===== config.mk =====
export PLATFORM = sky130hd
export DESIGN_NAME = pragmatic_weight_encoder
export DESIGN_NICKNAME = d
export VERILOG_FILES = /design/src/rtl/pragmatic_weight_encoder.sv
export SDC_FILE = /design/constraint.sdc
export NUM_CORES = 1
export LEC_CHECK = 0
export ABC_AREA = 0
export ABC_CLOCK_PERIOD_IN_PS = 23100
export BUFFER_PORTS_ARGS = -buffer_cell sky130_fd_sc_hd__buf_2
export CAP_MARGIN = 20
export CORE_MARGIN = 5
export CORE_UTILIZATION = 50
export DETAILED_ROUTE_END_ITERATION = 10
export MAX_ROUTING_LAYER = met4
export PLACE_DENSITY = 0.8
export SKIP_LAST_GASP = 1
export SYNTH_ARGS = -nofsm -noshare
export SYNTH_HDL_FRONTEND = slang
export SYNTH_SLANG_ARGS = --single-unit

===== constraint.sdc =====
create_clock -name clk -period 23.1 [get_ports clk]
set_input_delay 4.62 -clock clk [delete_from_list [all_inputs] [get_ports clk]]
set_output_delay 4.62 -clock clk [all_outputs]
set_load 0.005 [all_outputs]

===== src/rtl/pragmatic_weight_encoder.sv =====
// pragmatic_weight_encoder: turns one group of signed weights into the
// per-beat essential-bit control stream for the Pragmatic 8-lane MAC array.
// Each beat fires at most one pending magnitude bit per lane, expressed as
// shift_2nd_sel (group base) + shift_1st_sel (lane offset).
// Optional build macro: PRAGMATIC_ENC_STATS_EN adds stat_beats / stat_bits.
module pragmatic_weight_encoder #(
  parameter int DATA_WIDTH = 8,
  parameter int VEC_LENGTH = 8
) (
  input  logic                             clk,
  input  logic                             reset,
  input  logic                             w_valid,
  output logic                             w_ready,
  input  logic [VEC_LENGTH*DATA_WIDTH-1:0] w_in,
  output logic                             out_valid,
  input  logic                             out_ready,
  output logic [2*VEC_LENGTH-1:0]          shift_1st_sel,
  output logic [VEC_LENGTH-1:0]            shift_1st_en,
  output logic [1:0]                       shift_2nd_sel,
  output logic                             shift_2nd_en,
  output logic [VEC_LENGTH-1:0]            is_neg,
  output logic                             out_last
`ifdef PRAGMATIC_ENC_STATS_EN
  ,
  output logic [31:0]                      stat_beats,
  output logic [31:0]                      stat_bits
`endif
);

  localparam int MW = DATA_WIDTH - 1;   // magnitude width
  localparam int PW = $clog2(MW);       // bit-position width

  typedef enum logic {S_IDLE, S_ENCODE} state_e;

  state_e                           state_q, state_d;
  logic [VEC_LENGTH-1:0][MW-1:0]    pend_q, pend_d;
  logic [VEC_LENGTH-1:0]            neg_q, neg_d;

  logic [VEC_LENGTH-1:0][MW-1:0]    pend_clr;
  logic [VEC_LENGTH-1:0][MW-1:0]    mag_ld;
  logic [VEC_LENGTH-1:0]            neg_ld;
  logic [VEC_LENGTH-1:0]            lane_nz;
  logic [PW-1:0]                    low [VEC_LENGTH];
  logic [PW-1:0]                    p_min, base;
  logic                             any_nz;
  logic [PW:0]                      diff;
  logic [VEC_LENGTH-1:0]            en_c;
  logic [2*VEC_LENGTH-1:0]          sel_c;
  logic [DATA_WIDTH-1:0]            w_lane, neg_w;
  logic                             enc, fire, last_c, load;

`ifdef PRAGMATIC_ENC_STATS_EN
  logic [31:0] stat_beats_q, stat_beats_d, stat_bits_q, stat_bits_d;
  logic [31:0] pop;
`endif

  // Per-beat selection: lowest pending bit per lane, group base, lane enables and clears
  always_comb begin
    lane_nz  = '0;
    any_nz   = 1'b0;
    p_min    = '0;
    en_c     = '0;
    sel_c    = '0;
    diff     = '0;
    pend_clr = pend_q;
    for (int unsigned i = 0; i < VEC_LENGTH; i++) begin
      lane_nz[i] = |pend_q[i];
      low[i]     = '0;
      // descending scan so the final write is the lowest set bit
      for (int unsigned k = 0; k < MW; k++) begin
        if (pend_q[i][MW-1-k]) low[i] = PW'(MW-1-k);
      end
      if (lane_nz[i] && (!any_nz || low[i] < p_min)) begin
        p_min  = low[i];
        any_nz = 1'b1;
      end
    end
    base = (p_min > PW'(3)) ? PW'(3) : p_min;
    for (int unsigned i = 0; i < VEC_LENGTH; i++) begin
      if (lane_nz[i] && ({1'b0, low[i]} <= {1'b0, base} + (PW+1)'(3))) begin
        en_c[i]            = 1'b1;
        diff               = {1'b0, low[i]} - {1'b0, base};
        sel_c[2*i +: 2]    = diff[1:0];
        pend_clr[i][low[i]] = 1'b0;
      end
    end
  end

  // Group load: signed weights to sign-magnitude, most-negative value saturates
  always_comb begin
    mag_ld = '0;
    neg_ld = '0;
    w_lane = '0;
    neg_w  = '0;
    for (int unsigned i = 0; i < VEC_LENGTH; i++) begin
      w_lane    = w_in[i*DATA_WIDTH +: DATA_WIDTH];
      neg_w     = ~w_lane + DATA_WIDTH'(1);
      neg_ld[i] = w_lane[DATA_WIDTH-1];
      if (!w_lane[DATA_WIDTH-1])  mag_ld[i] = w_lane[MW-1:0];
      else if (w_lane[MW-1:0] == '0) mag_ld[i] = '1;
      else                        mag_ld[i] = neg_w[MW-1:0];
    end
  end

  // Handshakes and next-state: last beat may hand over directly to a new group
  always_comb begin
    enc     = (state_q == S_ENCODE);
    fire    = enc && out_ready;
    last_c  = enc && (pend_clr == '0);
    w_ready = !enc || (last_c && out_ready);
    load    = w_valid && w_ready;
    state_d = state_q;
    pend_d  = pend_q;
    neg_d   = neg_q;
    if (fire) begin
      pend_d = pend_clr;
      if (last_c) state_d = S_IDLE;
    end
    if (load) begin
      pend_d  = mag_ld;
      neg_d   = neg_ld;
      state_d = S_ENCODE;
    end
  end

  // Control beat outputs, combinational from the pending registers
  always_comb begin
    out_valid     = enc;
    out_last      = last_c;
    shift_1st_en  = en_c;
    shift_1st_sel = sel_c;
    shift_2nd_sel = base[1:0];
    shift_2nd_en  = |en_c;
    is_neg        = enc ? neg_q : '0;
  end

`ifdef PRAGMATIC_ENC_STATS_EN
  // Wrapping beat / fired-bit counters
  always_comb begin
    pop = '0;
    for (int unsigned i = 0; i < VEC_LENGTH; i++) pop = pop + 32'(en_c[i]);
    stat_beats_d = stat_beats_q;
    stat_bits_d  = stat_bits_q;
    if (fire) begin
      stat_beats_d = stat_beats_q + 32'd1;
      stat_bits_d  = stat_bits_q + pop;
    end
  end
  assign stat_beats = stat_beats_q;
  assign stat_bits  = stat_bits_q;
`endif

  // State registers with synchronous active-low reset
  always_ff @(posedge clk) begin
    if (!reset) begin
      state_q <= S_IDLE;
      pend_q  <= '0;
      neg_q   <= '0;
`ifdef PRAGMATIC_ENC_STATS_EN
      stat_beats_q <= '0;
      stat_bits_q  <= '0;
`endif
    end else begin
      state_q <= state_d;
      pend_q  <= pend_d;
      neg_q   <= neg_d;
`ifdef PRAGMATIC_ENC_STATS_EN
      stat_beats_q <= stat_beats_d;
      stat_bits_q  <= stat_bits_d;
`endif
    end
  end

endmodule


==> results.toml <==
[sta]
hold_viol = 0
max_freq_ghz = 0.0481
finalSetupTns_ns = 0
post-route-period-util_pct = 90.0
finClkSkew_ns = 0.00468
worstMarginPinSlew_ns = 0.902
report.final.slew_viol_count = 0
grt_setup_unrepaired = "false"
relSlewSlack_pct = 39.8
setup_viol = 0
final.min_clock_period_ns = 20.80

[detailed_routing]
drc = 0
drt-pass1-iter-count = 5
wirelength_um = 23800
antenna_left = 0
first_iter_violations = 781
vias = 8294
avgRoutedWirePerCell_um = 18.3
viasPerCell = 6.39

[setup_path]
slowest_delay_ns = 0.74
r2r_start = "pend_q[0]"
worstSetupPathType = "register to output pin"
crit_slowest_cell = "or4_1"
worst_setup_path_end_kind = "output pin"
crit_fanout = 17
worst_ep_required_time_ns = 18.48
r2r-end = "pend_q[38]"
reg2reg_depth = 67
crit_top_cell = "ha_1"
cp-start-kind = "register"
reg2reg_setup_slack_ns = 6.66
crit_arrival_ns = 16.18

[clock_tree]
holdBufCountCts = 0
cts_buffer_depth = 2
root_buffer = "clkbuf_16"
path_clk_slew_ns = 0.05
cts_sinks = 65
tritoncts = "built"
cts_setup_buffers = 0
clkLatencyLatePin_ns = 0.33
cts_repair_resize_count = 0
cts_buffers = 9
ctsHtreeMaxLevel = 3

[placement]
numPortBuffers = 105
dp_hpwl_um = 18700
place_congestion = 1.01
placed_cell_area_sq_mm = 0.00809

[grt]
grt_usage_pct = 27.0
grt_overflow = 0
grt_pass1_wl_um = 38600
grt_max_degree = 72
grt_antenna_before_repair = 0
first_global_vias = 7617

[floorplanning]
die_w_um = 133
rows = 44
ios = 106
die_y_um = 133
initial_core_util_pct = 51.4
core-area_sq_mm = 0.0146
dieArea_sq_mm = 0.0176

[cells_and_area]
drive_gt1_share_pct = 15.8
num_antenna_cells = 0
post-route-cell-area_sq_mm = 0.00839
syn_to_final_growth_pct = 11.4
layout.nets = 1239

[yosys]
yosysUniqueCellTypes = 87
synthTopCellsByArea = "dfxtp_1 17%, ha_1 10%, nand2_1 5.2%"
synth-edff-count = 0
yosys_warnings = 0
async_reset_ff_share_pct = 0
synth_top_cell_by_area = "dfxtp_1"
synth_nets = 1176
ys_ff_latch = 65
avgSynthCellArea_sq_um = 7.20
seq_area_frac_synth_pct = 17.3
synth_cells = 1046
syn_area_sq_mm = 0.00753
synth_ff_type = "dfxtp_1"
netlist.area_leader.share_pct = 17.3

[run]
maxCapViolCount = 0

[worst_hold_path]
worstHoldPathCells = 2
hp-class = "register to register"
min_to = "neg_q[4]"
worstHoldStart = "neg_q[4]"

[outcome]
status = "completed"
-- area by class of cell --
type                    count  area (sq um)
clock buffers              13           260
clock inverters             2          37.5
fillers                  1437          6250
inverters                  58           218
multi-input cells         863          5770
flip-flops and latches     65          1300
well taps                 184           230
repair buffers            112           578
-- worst max-delay path, delay by kind of cell, from the launching register on --
family / cells / cell delay [ns]
simple gates: 25 / 5.87
compound gates: 25 / 6.20
buf+inv: 4 / 0.64
flops: 1 / 0.38
fa+ha+maj: 9 / 2.74
-- cell usage in the layout (no fill, tap or decap), drive strengths merged, types with 12 or more instances in the layout --
| master | n |
|---|---|
| nand3 | 26 |
| o21ai | 68 |
| nor2 | 99 |
| clkbuf | 13 |
| and2 | 15 |
| a211oi | 21 |
| or3 | 21 |
| or2 | 12 |
| nor2b | 15 |
| mux2i | 21 |
| nor4 | 14 |
| nor3 | 37 |
| o21a | 16 |
| inv | 57 |
| nand2 | 104 |
| nand4 | 13 |
| ha | 62 |
| dfxtp | 65 |
| xnor2 | 30 |
| nand2b | 19 |
| a21oi | 72 |
| buf | 112 |
| o31ai | 36 |
-- state kept, by name, summed over array words and instances (netlist names) --
| name | cells |
|---|---|
| neg_q | 8 |
| pend_q | 56 |
| out_valid | 1 |
-- Yosys cell counts (15+ instances only) --
| cell | count |
|---|---|
| a211oi_1 | 21 |
| a21oi_1 | 72 |
| and2_1 | 15 |
| clkbuf_1 | 49 |
| dfxtp_1 | 65 |
| ha_1 | 62 |
| inv_1 | 56 |
| mux2i_1 | 21 |
| nand2_1 | 104 |
| nand2b_1 | 19 |
| nand3_1 | 26 |
| nor2_1 | 98 |
| nor2b_1 | 15 |
| nor3_1 | 35 |
| o21a_1 | 16 |
| o21ai_0 | 60 |
| o31ai_1 | 35 |
| or3_1 | 19 |
| xnor2_1 | 30 |
-- stage by stage --
step	util [%]	hold slack [ns]	instances	setup slack (ns)
2_1_floorplan	-	0.455	1046	4.80
3_3_place_gp	55.3	0.470	1282	3.26
5_1_grt	57.3	0.525	1297	0.919
3_5_place_dp	55.3	0.486	1282	2.93
4_1_cts	57.3	0.499	1297	2.53
6_report	57.3	0.493	1297	2.30
-- worst max path at each step --
stage	slack (ns)	end	from
floorplan	4.80	w_ready	pend_q[0]
global placement	3.26	w_ready	pend_q[0]
global route	0.92	w_ready	pend_q[0]
detailed placement	2.93	w_ready	pend_q[0]
CTS	2.53	w_ready	pend_q[0]
finish	2.30	w_ready	pend_q[0]
-- logic make-up (layout without fill, tap and decap cells) --
group	Yosys count	in the layout	share of synthesized area (%)
compound gates	319	319	29.5
xor+xnor	40	40	4.65
fa+ha+maj	65	65	10.7
buf+inv	118	185	6.28
flops	65	65	17.3
mux	27	27	3.69
simple gates	412	412	27.9
-- metal layers --
layer	part of all wire [%]	track usage, %	vias to the layer above
met5	0	-	-
met4	2.0	6.87	0
met3	8.7	5.62	43
met2	45	41.1	395
met1	45	36.6	3887
li1	-	-	3969
Power is not shown: default switching activity piles up to over one toggle a cycle in this logic, so the estimate is an artifact.
